## src/rtl/seg_scan_if.sv

```systemverilog
// seg_scan_if
//   Bundle between the front-panel interface block (master) and the
//   multiplexed 7-segment scan driver (slave).
// Signals
//   disp_data    8*DIGITS  segment bytes, byte i = digit i, bit7 = dp, bits6:0 = g..a
//   disp_mode    3         3'd0 constant, 3'd1 flash, 3'd2 blank, others constant
//   seg_sel      DIGITS    one-hot digit enable, active-high
//   seg_out      8         segment drive for the selected digit, active-high
//   frame_start  1         1-cycle pulse on the frame latch cycle
//   flash_done   1         1-cycle pulse when flash auto-stop fires
interface seg_scan_if #(
    parameter int unsigned DIGITS = 5
);
    logic [8*DIGITS-1:0] disp_data;
    logic [2:0]          disp_mode;
    logic [DIGITS-1:0]   seg_sel;
    logic [7:0]          seg_out;
    logic                frame_start;
    logic                flash_done;

    modport master (
        output disp_data, disp_mode,
        input  seg_sel, seg_out, frame_start, flash_done
    );

    modport slave (
        input  disp_data, disp_mode,
        output seg_sel, seg_out, frame_start, flash_done
    );
endinterface

```

## src/rtl/seg_scan_driver.sv

```systemverilog
// seg_scan_driver
//   Multiplexed 7-segment scan driver. Time-multiplexes DIGITS digits, each
//   slot starting with an all-off anti-ghost gap, and applies constant / flash /
//   blank display modes. Display data and mode are latched only at the frame
//   boundary (digit 0, slot count 0), so a frame never tears.
// Ports
//   clk     in   system clock
//   reset   in   asynchronous, active-low reset
//   bus     seg_scan_if.slave: disp_data/disp_mode in; seg_sel, seg_out,
//           frame_start, flash_done out (all outputs registered)
// Configuration
//   SEG_FLASH_COUNT_EN  when defined, flash mode stops after FLASH_LIMIT
//                       OFF->ON transitions, pulses flash_done and holds the
//                       display on until the mode leaves flash. When undefined,
//                       flash runs forever and flash_done is tied 0.
module seg_scan_driver #(
    parameter int unsigned DIGITS       = 5,
    parameter int unsigned SCAN_DIV     = 4000,
    parameter int unsigned BLANK_CYC    = 200,
    parameter int unsigned FLASH_FRAMES = 500,
    parameter int unsigned FLASH_LIMIT  = 5
) (
    input  logic      clk,
    input  logic      reset,
    seg_scan_if.slave bus
);

    localparam int unsigned SW = (SCAN_DIV > 1) ? $clog2(SCAN_DIV) : 1;
    localparam int unsigned DW = (DIGITS > 1) ? $clog2(DIGITS) : 1;
    localparam int unsigned FW = $clog2(FLASH_FRAMES + 1);

    localparam logic [SW-1:0] SLOT_LAST  = SW'(SCAN_DIV - 1);
    localparam logic [SW-1:0] BLANK_END  = SW'(BLANK_CYC);
    localparam logic [DW-1:0] DIGIT_LAST = DW'(DIGITS - 1);
    localparam logic [FW-1:0] FLASH_LAST = FW'(FLASH_FRAMES - 1);

    if (BLANK_CYC >= SCAN_DIV || FLASH_FRAMES == 0 || FLASH_LIMIT == 0 || DIGITS == 0)
    begin : g_bad_params
        $error("seg_scan_driver: invalid parameter set");
    end

    typedef enum logic {
        SLOT_BLANK,
        SLOT_DRIVE
    } slot_state_t;

    typedef enum logic [2:0] {
        MODE_CONST = 3'd0,
        MODE_FLASH = 3'd1,
        MODE_BLANK = 3'd2
    } mode_t;

    // A slot with no blanking gap starts straight in DRIVE.
    localparam slot_state_t STATE_RST = (BLANK_CYC > 0) ? SLOT_BLANK : SLOT_DRIVE;

    slot_state_t         state, state_next;
    logic [SW-1:0]       slot_cnt, slot_next;
    logic [DW-1:0]       digit, digit_next;
    logic [8*DIGITS-1:0] shadow_data, shadow_data_next;
    logic [2:0]          shadow_mode, shadow_mode_next;
    logic [FW-1:0]       flash_cnt, flash_cnt_next;
    logic                phase_on, phase_on_next;
    logic                flash_hold;
    logic                latch;
    logic [DIGITS-1:0]   seg_sel_next;
    logic [7:0]          seg_out_next;
    logic                frame_start_next;
    logic                flash_done_next;

`ifdef SEG_FLASH_COUNT_EN
    localparam int unsigned LW = $clog2(FLASH_LIMIT + 1);
    localparam logic [LW-1:0] LIMIT_LAST = LW'(FLASH_LIMIT - 1);

    logic [LW-1:0] on_cnt, on_cnt_next;
    logic          flash_hold_next;
`else
    assign flash_hold = 1'b0;
`endif

    always_comb begin
        state_next       = state;
        slot_next        = (slot_cnt == SLOT_LAST) ? '0 : slot_cnt + 1'b1;
        digit_next       = digit;
        shadow_data_next = shadow_data;
        shadow_mode_next = shadow_mode;
        flash_cnt_next   = flash_cnt;
        phase_on_next    = phase_on;
        frame_start_next = 1'b0;
        flash_done_next  = 1'b0;
        seg_sel_next     = '0;
        seg_out_next     = '0;
`ifdef SEG_FLASH_COUNT_EN
        on_cnt_next      = on_cnt;
        flash_hold_next  = flash_hold;
`endif

        latch = (digit == '0) && (slot_cnt == '0);

        if (slot_cnt == SLOT_LAST) begin
            digit_next = (digit == DIGIT_LAST) ? '0 : digit + 1'b1;
        end

        // state always mirrors slot_cnt: BLANK while slot_cnt < BLANK_CYC
        unique case (state)
            SLOT_BLANK: if (slot_next >= BLANK_END) state_next = SLOT_DRIVE;
            SLOT_DRIVE: if (slot_next < BLANK_END)  state_next = SLOT_BLANK;
        endcase

        if (latch) begin
            frame_start_next = 1'b1;
            shadow_data_next = bus.disp_data;
            shadow_mode_next = bus.disp_mode;
            if (bus.disp_mode != MODE_FLASH || shadow_mode != MODE_FLASH) begin
                // Not flashing, or a fresh flash stint: start visible, counts cleared.
                flash_cnt_next = '0;
                phase_on_next  = 1'b1;
`ifdef SEG_FLASH_COUNT_EN
                on_cnt_next     = '0;
                flash_hold_next = 1'b0;
`endif
            end else if (!flash_hold) begin
                if (flash_cnt == FLASH_LAST) begin
                    flash_cnt_next = '0;
                    phase_on_next  = !phase_on;
`ifdef SEG_FLASH_COUNT_EN
                    if (!phase_on) begin
                        on_cnt_next = on_cnt + 1'b1;
                        if (on_cnt == LIMIT_LAST) begin
                            flash_hold_next = 1'b1;
                            flash_done_next = 1'b1;
                        end
                    end
`endif
                end else begin
                    flash_cnt_next = flash_cnt + 1'b1;
                end
            end
        end

        // Outputs reflect the current counter position with the content that
        // is valid after this edge, so a latch cycle already drives new data.
        if (state == SLOT_DRIVE && shadow_mode_next != MODE_BLANK && phase_on_next) begin
            seg_sel_next = DIGITS'(1) << digit;
            seg_out_next = shadow_data_next[{digit, 3'b000} +: 8];
        end
    end

    always_ff @(posedge clk or negedge reset) begin
        if (!reset) begin
            state           <= STATE_RST;
            slot_cnt        <= '0;
            digit           <= '0;
            shadow_data     <= '0;
            shadow_mode     <= MODE_CONST;
            flash_cnt       <= '0;
            phase_on        <= 1'b1;
            bus.seg_sel     <= '0;
            bus.seg_out     <= '0;
            bus.frame_start <= 1'b0;
            bus.flash_done  <= 1'b0;
`ifdef SEG_FLASH_COUNT_EN
            on_cnt          <= '0;
            flash_hold      <= 1'b0;
`endif
        end else begin
            state           <= state_next;
            slot_cnt        <= slot_next;
            digit           <= digit_next;
            shadow_data     <= shadow_data_next;
            shadow_mode     <= shadow_mode_next;
            flash_cnt       <= flash_cnt_next;
            phase_on        <= phase_on_next;
            bus.seg_sel     <= seg_sel_next;
            bus.seg_out     <= seg_out_next;
            bus.frame_start <= frame_start_next;
            bus.flash_done  <= flash_done_next;
`ifdef SEG_FLASH_COUNT_EN
            on_cnt          <= on_cnt_next;
            flash_hold      <= flash_hold_next;
`endif
        end
    end

endmodule
```

## src/flat_wrapper.sv

```systemverilog
// flat-port wrapper written by rule: the top's interface ports become plain ports
module seg_scan_driver_flat 
#(
    parameter int unsigned DIGITS       = 5,
    parameter int unsigned SCAN_DIV     = 4000,
    parameter int unsigned BLANK_CYC    = 200,
    parameter int unsigned FLASH_FRAMES = 500,
    parameter int unsigned FLASH_LIMIT  = 5
)
  (clk, reset, bus_disp_data, bus_disp_mode, bus_seg_sel, bus_seg_out, bus_frame_start, bus_flash_done);
  seg_scan_if #(.DIGITS(DIGITS)) bus_i ();
  input  logic clk;
  input  logic reset;
  input wire logic [$bits(bus_i.disp_data)-1:0] bus_disp_data;
  input wire logic [$bits(bus_i.disp_mode)-1:0] bus_disp_mode;
  output wire logic [$bits(bus_i.seg_sel)-1:0] bus_seg_sel;
  output wire logic [$bits(bus_i.seg_out)-1:0] bus_seg_out;
  output wire logic [$bits(bus_i.frame_start)-1:0] bus_frame_start;
  output wire logic [$bits(bus_i.flash_done)-1:0] bus_flash_done;
  assign bus_i.disp_data = bus_disp_data;
  assign bus_i.disp_mode = bus_disp_mode;
  assign bus_seg_sel = bus_i.seg_sel;
  assign bus_seg_out = bus_i.seg_out;
  assign bus_frame_start = bus_i.frame_start;
  assign bus_flash_done = bus_i.flash_done;
  seg_scan_driver #(.DIGITS(DIGITS), .SCAN_DIV(SCAN_DIV), .BLANK_CYC(BLANK_CYC), .FLASH_FRAMES(FLASH_FRAMES), .FLASH_LIMIT(FLASH_LIMIT)) u_core (.clk(clk), .reset(reset), .bus(bus_i));
endmodule
```

## config.mk

```make
export PLATFORM = sky130hd
export DESIGN_NAME = seg_scan_driver_flat
export DESIGN_NICKNAME = d
export VERILOG_FILES = /design/src/rtl/seg_scan_if.sv /design/src/rtl/seg_scan_driver.sv /design/src/flat_wrapper.sv
export SDC_FILE = /design/constraint.sdc
export NUM_CORES = 1
export LEC_CHECK = 0
export ABC_AREA = 1
export BUFFER_PORTS_ARGS = -buffer_cell sky130_fd_sc_hd__buf_2
export CAP_MARGIN = 20
export CORE_MARGIN = 1.5
export CORE_UTILIZATION = 55
export DETAILED_ROUTE_END_ITERATION = 8
export PLACE_DENSITY = 0.77
export SETUP_SLACK_MARGIN = 0.02
export SYNTH_ARGS = -nofsm -noshare
export SYNTH_HDL_FRONTEND = slang
export SYNTH_SLANG_ARGS = --single-unit
```

## constraint.sdc

```tcl
create_clock -name clk -period 4.7 [get_ports clk]
set_input_delay 0.705 -clock clk [delete_from_list [all_inputs] [get_ports clk]]
set_output_delay 0.705 -clock clk [all_outputs]
set_load 0.005 [all_outputs]
```

==> results of run 1 <==
[registers in the layout, summed over array words and instances (netlist names)]
register / flops
u_core.shadow_mode: 3
u_core.state: 1
u_core.bus.frame_start: 1
u_core.shadow_data: 40
u_core.slot_cnt: 12
u_core.bus.seg_sel: 5
u_core.bus.seg_out: 8
u_core.digit: 3
u_core.phase_on: 1
u_core.flash_cnt: 9
[kinds of logic (layout without fill, tap and decap cells)]
kind of cell | after synthesis | in the layout
buf+inv | 108 | 167
other cells | 1 | 1
flops | 83 | 83
compound gates | 28 | 28
fa+ha+maj | 8 | 8
xor+xnor | 3 | 3
simple gates | 337 | 337
[worst register-to-register path, stage by stage (launching register included)]
cell and delay [ps]:
dfrtp_1 530, inv_1 380, ha_1 300, nand2_4 90
nor2_4 330, nand2_2 440, o21ai_2 320, nand3_2 230
nand2_2 190, nor2_1 50
[report_power, final]
part / internal, mW / switching, mW
Clock: 0.247 / 0.275
Sequential: 0.732 / 0.00509
Combinational: 0.0352 / 0.0485
[area by class of cell]
cell class	count	area, µm²
Fill cell	678	2770
Sequential cell	83	2080
Multi-Input combinational cell	377	1920
Inverter	91	345
Timing Repair Buffer	60	320
Tap cell	102	128
Clock buffer	9	124
Clock inverter	7	76.3
[cells in the mapped netlist (all sizes together)]
cell type / n / area [µm²]
or2: 3 / 18.8
dfstp: 1 / 26.3
nor3: 5 / 30.0
xor2: 3 / 26.3
dfrtp: 82 / 2050
o21a: 3 / 22.5
and2: 22 / 138
nand2: 150 / 603
inv: 90 / 340
o21ai: 11 / 58.8
ha: 8 / 100
buf: 12 / 90.1
nand3b: 16 / 120
nor2: 47 / 249
nand3: 92 / 470
clkinv: 1 / 5.00
a21oi: 13 / 65.1
clkbuf: 5 / 18.8
nand4: 2 / 12.5
o22ai: 1 / 6.26
conb: 1 / 3.75
[metrics by stage]
stage	instances	utilization [%]	hold slack, ps	total power [mW]	instance area (µm²)
after floorplan	568	-	409	0.790	4460
after global placement	712	61.5	447	0.831	4780
after detailed placement	712	61.5	454	0.833	4780
after CTS	728	64.1	476	1.35	4980
after global routing	729	64.3	370	1.39	5000
final	729	64.3	324	1.34	5000
[per-layer routing]
metal	global-route usage [%]	part of all wire (%)
met5	0	0
met4	7.95	1.3
met3	4.80	6.2
met2	38.6	47
met1	33.2	45
[worst paths after layout]
| check | endpoint | slack [ps] | cells past startpoint |
|---|---|---|---|
| max | u_core.bus.seg_sel[1] | 1730 | 9 |
| min | u_core.flash_cnt[3] | 320 | 1 |
| max reg2reg | u_core.bus.seg_sel[1] | 1730 | 9 |
| min reg2reg | u_core.shadow_data[4] | 470 | 2 |
| max in group asynchronous | u_core.phase_on | 3710 | 2 |
| min in group clk | u_core.shadow_data[4] | 470 | 2 |
==> flow_summary.yaml, run 1 <==
outcome:
  status: "completed"
floorplanning:
  dieArea_um2: 8650
  rows: 32
  pin_count: 60
  die_h_um: 93.0
  core_um2: 7770
  chipWidth_um: 93.0
  start_util_pct: 57.4
timing:
  layout_min_cycle_time_ps: 2970
  finalHoldViolations: 0
  timing.slew.headroom_pct: 53.9
  fin_tns_setup_ps: 0
  setup_viol: 0
  rsz0062_at_grt: "no"
  timing.final.ws_setup_ps: 1730
  fmax_mhz: 337
  final-max-slew-violation-count: 0
  period_share_pct: 63.1
  worstMarginPinSlew_ps: 689
  finClkSkew_ps: 17.6
setup_path:
  cp_common_cell: "nand2_2"
  critPathTopFamily: "simple AND/OR/NAND/NOR gates"
  path_buf_inv: 1
  criticalPathCategory: "reg -> reg"
  worst-path-max-fanout: 29
  start_kind: "flop"
  required_ps: 4940
  cp-startpoint: "u_core.digit[0]"
  arrival_ps: 3210
  worstPathCellList: "inv_1 > ha_1 > nand2_4 > nor2_4 > nand2_2 > o21ai_2 > nand3_2 > nand2_2 > nor2_1"
  slowest_stage: "dfrtp_1"
  critPathMaxStageDelay_ps: 530
  regToRegStartpoint: "u_core.digit[0]"
  endpoint_kind: "flop"
drt:
  ant_nets: 0
  wl_per_cell_um: 13.5
  drtIter0Drc: 264
  dr.pass1.iters: 5
  remaining_drc_errors: 0
  wl_mm: 9.81
  vias_per_cell: 5.18
  vias: 3775
synth:
  syn_area_per_cell_um2: 7.85
  syn_area_um2: 4460
  synth_xor_area_share_pct: 0.590
  synthMuxAreaShare_pct: 0
  yosysSeqAreaShare_pct: 46.6
  synth-simple-area-share_pct: 36.8
  synthAdderAreaFrac_pct: 2.25
  syn_nets: 621
  synth_top_family_by_area: "simple AND/OR/NAND/NOR gates"
  ys_warn_count: 0
  ys_ff_latch: 83
  synth_compound_area_share_pct: 3.43
  synth_cells: 568
  ys_types: 34
cells_and_area:
  layout-drive-gt1-share_pct: 17.1
  final_cell_mix: "nand2_1, nand3_1, inv_1"
  nNetsFinal: 675
  diodes: 0
  final_common_cell: "nand2_1"
  area_growth_pct: 12.1
clock_network:
  clockRootBuffer: "clkbuf_8"
  cts_sinks: 83
  ctsHoldBuffers: 0
  cts_htree_levels: 3
  clk_pin_slew_worst_paths_ps: 90
  cts_buffer_depth: 2
  insertion_delay_ps: 360
  cts_made_buffers: 9
  cts_setup_buffers: 0
  cts_resized: 0
  cts_tree: "done"
placement:
  gp_congestion: 0.855
  hpwl_mm: 7.00
  dp_slack_ps: 1790
  io_buffers: 58
power:
  leakagePower_nw: 2.71
  peakVddDrop_v: 0.000157
  p_per_area_nw_per_um2: 269
global_route:
  grt_overflow: 0
  grt_pass1_wl_mm: 16.5
  grt_max_degree: 84
  antenna_found_initial: 0
  grt_pass1_vias: 3641
  grt.total_usage_pct: 24.2
worst_hold_path:
  hold_path_class: "in -> async"
run:
  cap_violations: 0
Power figures use the tool's default switching activity.
==> run 2: changes to the inputs <==
ABC_AREA = 0   (was 1)
PLACE_DENSITY = 0.78   (was 0.77)
clock period = 2.9 ns   (was 4.7 ns; I/O delays follow)
==> run 2 against run 1 <==
Net effect: clock skew fell by 2.5 ps; synthesized cell count fell by 30%; global-route usage fell by 0.50 points; critical path type unchanged; largest cell class unchanged; largest power group unchanged.
==> flow_summary.yaml, run 2 <==
setup_path:
  required_ps: 3160
  arrival_ps: 2870
  critPathMaxStageDelay_ps: 470
  start_kind: "flop"
  r2r_cells: 9
  regToRegStartpoint: "u_core.digit[1]"
  path_buf_inv: 2
  worstPathCellList: "inv_1 > ha_1 > nor3b_1 > and4_2 > o21a_1 > o22a_2 > nand4_2 > buf_4 > a211oi_2"
  r2r-end: "u_core.bus.seg_out[3]"
  slowest_stage: "dfrtp_1"
  critPathTopFamily: "simple AND/OR/NAND/NOR gates"
  endpoint_kind: "flop"
  r2r_setup_slack_ps: 300
  criticalPathCategory: "reg -> reg"
  worst-path-max-fanout: 9
synth:
  syn_nets: 450
  ys_ff_latch: 83
  ys_warn_count: 0
  async_flop_share_pct: 100
  netlist_top_cells_count: "nand2_1, dfrtp_1, nor2_1, nand3_1, inv_1"
  synth_cells: 397
  synth_edf_count: 0
  yosysSeqAreaShare_pct: 53.8
  netlist_top_cells_area: "dfrtp_1, nand2_1, ha_1, xor2_1, nor2_1"
  synth_top_area_cell: "dfrtp_1"
  syn_area_per_cell_um2: 9.73
  synthFlopType: "dfrtp_1"
  yosysMostFrequentCell: "nand2_1"
  yosys.area.top_type_share_pct: 53.1
  ys_types: 46
  syn_area_um2: 3860
clock_network:
  clk_pin_slew_worst_paths_ps: 80
  cts_sinks: 83
  cts_tree: "done"
  cts_buffer_depth: 2
  clockRootBuffer: "clkbuf_8"
  cts_htree_levels: 3
  cts_made_buffers: 9
  insertion_delay_ps: 360
timing:
  timing.slew.headroom_pct: 59.6
  rsz0062_at_grt: "no"
  finClkSkew_ps: 15.1
  layout_min_cycle_time_ps: 2600
  setup_viol: 0
  final-max-slew-violation-count: 0
  timing.final.ws_setup_ps: 299
  worstMarginPinSlew_ps: 601
  fmax_mhz: 384
  hold_slack_ps: 288
  period_share_pct: 89.7
  fin_tns_setup_ps: 0
  finalHoldViolations: 0
cells_and_area:
  area_growth_pct: 15.7
  reg.largest.list: "u_core.shadow_data x40, u_core.slot_cnt x12, u_core.flash_cnt x9"
  final_core_util_pct: 65.8
  fin_cells: 557
  layout-drive-gt1-share_pct: 22.6
  final_cell_mix: "nand2_1, dfrtp_1, buf_2"
  largest_register_ffs: 40
  final_common_cell: "nand2_1"
  diodes: 0
  nNetsFinal: 509
  num-fill-cells: 548
  regMostFlops: "u_core.shadow_data"
power:
  p_per_area_nw_per_um2: 461
  leakagePower_nw: 2.19
  peakVddDrop_v: 0.000206
drt:
  vias: 3041
  drtIter0Drc: 161
  wl_per_cell_um: 14.7
  remaining_drc_errors: 0
  dr.pass1.iters: 4
  wl_mm: 8.17
  ant_nets: 0
  vias_per_cell: 5.46
floorplanning:
  die_h_um: 86.8
  rows: 30
  dieArea_um2: 7540
  pin_count: 60
  chipWidth_um: 86.8
  core_um2: 6790
  start_util_pct: 56.9
placement:
  io_buffers: 58
  dp_slack_ps: 241
  hpwl_mm: 5.73
  gp_congestion: 0.873
  dp_cells: 537
global_route:
  antenna_found_initial: 0
  grt.total_usage_pct: 23.7
  grt_overflow: 0
  grt_pass1_vias: 2887
  grt_pass1_wl_mm: 13.8
  grt_max_degree: 84
worst_hold_path:
  whs_path_depth: 3
  hold_path_class: "in -> reg"
  holdPathEnd: "u_core.shadow_data[5]"
  min_from: "bus_disp_data[5]"
run:
  cap_violations: 0
outcome:
  status: "completed"
[run 2: final cells by class]
| class | count | area [µm²] | area share, % |
|---|---|---|---|
| Clock buffer | 9 | 124 | 2.77 |
| Clock inverter | 7 | 52.6 | 1.18 |
| Inverter | 14 | 52.6 | 1.18 |
| Multi-Input combinational cell | 278 | 1630 | 36.4 |
| Sequential cell | 83 | 2080 | 46.5 |
| Tap cell | 96 | 120 | 2.69 |
| Timing Repair Buffer | 70 | 418 | 9.35 |
[run 2: worst reg2reg max path, stage by stage (launching register included)]
cell and delay, ps:
dfrtp_1 470, inv_1 120, ha_1 200, nor3b_1 240, and4_2 400, o21a_1 260
o22a_2 190, nand4_2 230, buf_4 260, a211oi_2 160
[run 2: timing repair]
item | in CTS | in global routing
setup buffers | 0 | 2
resized for setup | 0 | 1
hold buffers | 0 | 1
setup endpoints to repair | 0 | 6
hold endpoints to repair | 0 | 13
[run 2: worst max-delay path by stage]
stage	startpoint	end	cells after the start	slack [ps]
after floorplan	u_core.digit[1]	u_core.bus.seg_out[6]	9	320
after detailed placement	u_core.digit[1]	u_core.bus.seg_out[6]	8	240
final	u_core.digit[1]	u_core.bus.seg_out[3]	9	300
after global routing	u_core.digit[1]	u_core.bus.seg_out[0]	9	70
after CTS	u_core.digit[1]	u_core.bus.seg_out[3]	9	220
after global placement	u_core.digit[1]	u_core.bus.seg_out[6]	8	350
[run 2: logic make-up after synthesis]
family | count (synthesis) | share of synthesized area (%)
flops | 83 | 53.8
other cells | 1 | 0.0971
mux | 9 | 2.43
simple gates | 200 | 23.9
fa+ha+maj | 8 | 2.59
xor+xnor | 13 | 2.95
compound gates | 47 | 10.0
buf+inv | 36 | 4.18
[run 2: per-stage QoR]
stage | instance area [µm²] | power [mW]
6_report | 4470 | 2.06
5_1_grt | 4470 | 2.16
4_1_cts | 4420 | 2.07
3_5_place_dp | 4240 | 1.33
3_3_place_gp | 4240 | 1.32
2_1_floorplan | 3860 | 1.26
[run 2: layer usage]
layer  GRT usage (%)  up-vias  routed length, µm
met2            35.6       71               3800
met4            7.04        0                112
li1                -     1484                  -
met5               0        -                  0
met1            34.6     1476               3910
met3            5.05       10                351
[run 2: where the power goes]
group          switching (mW)  total (mW)  internal (mW)
sequential            0.00951        1.20           1.19
combinational          0.0662       0.112         0.0456
clock                   0.436       0.752          0.317
==> run 3: changes to the inputs <==
ABC_AREA = 1   (was 0)
CORE_MARGIN = 3   (was 1.5)
PLACE_DENSITY = 0.77   (was 0.78)
==> run 3 against run 2 <==
Net effect: final area rose by 13%; combinational power rose by 24%; flip-flop and latch count unchanged; highest routed layer unchanged; wire length grew 21%; hold slack better by 29 ps; critical path depth increased by 3; sequential power hardly changed; non-clock buffer count decreased by 5; critical endpoint is now u_core.bus.seg_out[1]; global-route usage down 0.20 points; sequential share of layout area shrank 5.4 points.
==> flow_summary.yaml, run 3 (synthesis gave the netlist of run 1 again) <==
outcome:
  status: "completed"
floorplanning:
  rows: 32
  core_um2: 7810
  dieArea_um2: 9220
  start_util_pct: 57.1
  chipWidth_um: 96.0
  die_h_um: 96.0
  pin_count: 60
placement:
  io_buffers: 58
  gp_congestion: 0.857
  hpwl_mm: 7.19
  dpl_cell_area_um2: 4810
  dp_slack_ps: 405
  dp_cells: 716
global_route:
  globalRouteMet1Util_pct: 31.6
  grt_pass1_vias: 3624
  grt.busiest_layer: "met2"
  grt_max_degree: 84
  grt_pass1_wl_mm: 16.6
  grt_overflow: 0
  met3_usage_pct: 5.16
  grtUsageMet2_pct: 37.7
  grt.total_usage_pct: 23.5
  antenna_found_initial: 0
clock_network:
  cts_sinks: 83
  clockRootBuffer: "clkbuf_8"
  clk_pin_slew_worst_paths_ps: 80
  cts_htree_levels: 3
  insertion_delay_ps: 360
  ctsHoldBuffers: 0
  cts_setup_buffers: 0
  cts_resized: 0
  cts_tree: "done"
  cts_buffer_depth: 2
  cts_made_buffers: 9
drt:
  vias_per_cell: 5.13
  remaining_drc_errors: 0
  wl_mm: 9.92
  drtIter0Drc: 205
  wl_per_cell_um: 13.5
  vias: 3765
  dr.pass1.iters: 4
  ant_nets: 0
timing:
  timing.final.ws_setup_ps: 374
  layout_min_cycle_time_ps: 2530
  rsz0062_at_grt: "no"
  fmax_mhz: 396
  period_share_pct: 87.1
  finalHoldViolations: 0
  worstMarginPinSlew_ps: 675
  timing.slew.headroom_pct: 54.8
  setup_viol: 0
  final-max-slew-violation-count: 0
  finClkSkew_ps: 15.8
  fin_tns_setup_ps: 0
setup_path:
  path_buf_inv: 2
  worstPathCellList: "inv_1 > ha_1 > nand2_4 > clkinv_2 > nand2_4 > nor2_8 > nand2_2 > nand2_1 > nand2_1 > nand3_2 > nand3_1 > a21oi_1"
  critPathTopFamily: "simple AND/OR/NAND/NOR gates"
  worst-path-max-fanout: 21
  critPathMaxStageDelay_ps: 530
  r2r_setup_slack_ps: 370
  endpoint_kind: "flop"
  regToRegStartpoint: "u_core.digit[1]"
  slowest_stage: "dfrtp_1"
  r2r-end: "u_core.bus.seg_out[1]"
  criticalPathCategory: "reg -> reg"
  r2r_cells: 12
  arrival_ps: 2790
  start_kind: "flop"
  required_ps: 3170
  worst-path-stages: 12
worst_hold_path:
  hold_path_class: "in -> reg"
  whs_path_depth: 2
  min_from: "bus_disp_data[14]"
  holdPathEnd: "u_core.shadow_data[14]"
cells_and_area:
  final_cell_mix: "nand2_1, nand3_1, inv_1"
  multi_input_area_um2: 1920
  reg.largest.list: "u_core.shadow_data x40, u_core.slot_cnt x12, u_core.flash_cnt x9"
  diodes: 0
  fin_cells: 734
  regMostFlops: "u_core.shadow_data"
  finalInstanceArea_um2: 5060
  final_common_cell: "nand2_1"
  largest_register_ffs: 40
  layout-drive-gt1-share_pct: 17.4
  area_growth_pct: 13.5
  nNetsFinal: 680
  seq_area_um2: 2080
  num-fill-cells: 700
power:
  peakVddDrop_v: 0.000275
  leakagePower_nw: 2.75
  p_per_area_nw_per_um2: 444
run:
  cap_violations: 0
## run 3: changes by cell type in the layout (fill, tap and decap cells not counted), moves of 8 or more
cell | before | now
nand3_1 | 15 | 90
inv_1 | 14 | 85
and2_1 | 0 | 22
nand2_1 | 122 | 140
nor2_1 | 23 | 39
nand3b_1 | 1 | 16
nand4_1 | 12 | 2
a21oi_1 | 5 | 13
## run 3: power by group
group | internal (mW) | switching (mW)
Clock | 0.487 | 0.427
Combinational | 0.0593 | 0.0799
Sequential | 1.19 | 0.00891
Total | 1.73 | 0.516
## run 3: layout make-up
cell class                 instances  share of cell area (%)
tap                              102                    2.52
timing repair buffer              65                    7.27
multi-input combinational        377                    38.0
clock buffer                      10                    2.52
clock inverter                     6                    1.76
inverter                          91                    6.82
sequential                        83                    41.1
## run 3: how the worst max path moves through the flow
stage / from / to / slack (ps)
after floorplan: u_core.digit[0] / u_core.bus.seg_out[0] / 660
after global placement: u_core.digit[0] / u_core.bus.seg_sel[2] / 440
after detailed placement: u_core.digit[1] / u_core.bus.seg_out[2] / 410
after CTS: u_core.digit[1] / u_core.bus.seg_out[5] / 390
after global routing: u_core.digit[1] / u_core.bus.seg_out[2] / 120
final: u_core.digit[1] / u_core.bus.seg_out[1] / 370
## run 3: worst reg2reg max path, cell delays in order (launching register included)
cell,delay [ps]
dfrtp_1,530
inv_1,170
ha_1,220
nand2_4,80
clkinv_2,80
nand2_4,60
nor2_8,230
nand2_2,330
nand2_1,140
nand2_1,100
nand3_2,220
nand3_1,120
a21oi_1,160
## run 3: per-layer routing
metal / vias up / share of wire, %
li1: 1883 / -
met4: 0 / 1.9
met5: - / 0
met1: 1755 / 44
met3: 17 / 6.2
met2: 110 / 48
## run 3: stage by stage
stage	hold WS [ps]	total power, mW	utilization (%)
floorplan	139	1.28	-
global placement	449	1.35	61.6
detailed placement	454	1.35	61.6
CTS	291	2.26	64.3
global route	310	2.34	64.8
finish	318	2.25	64.8
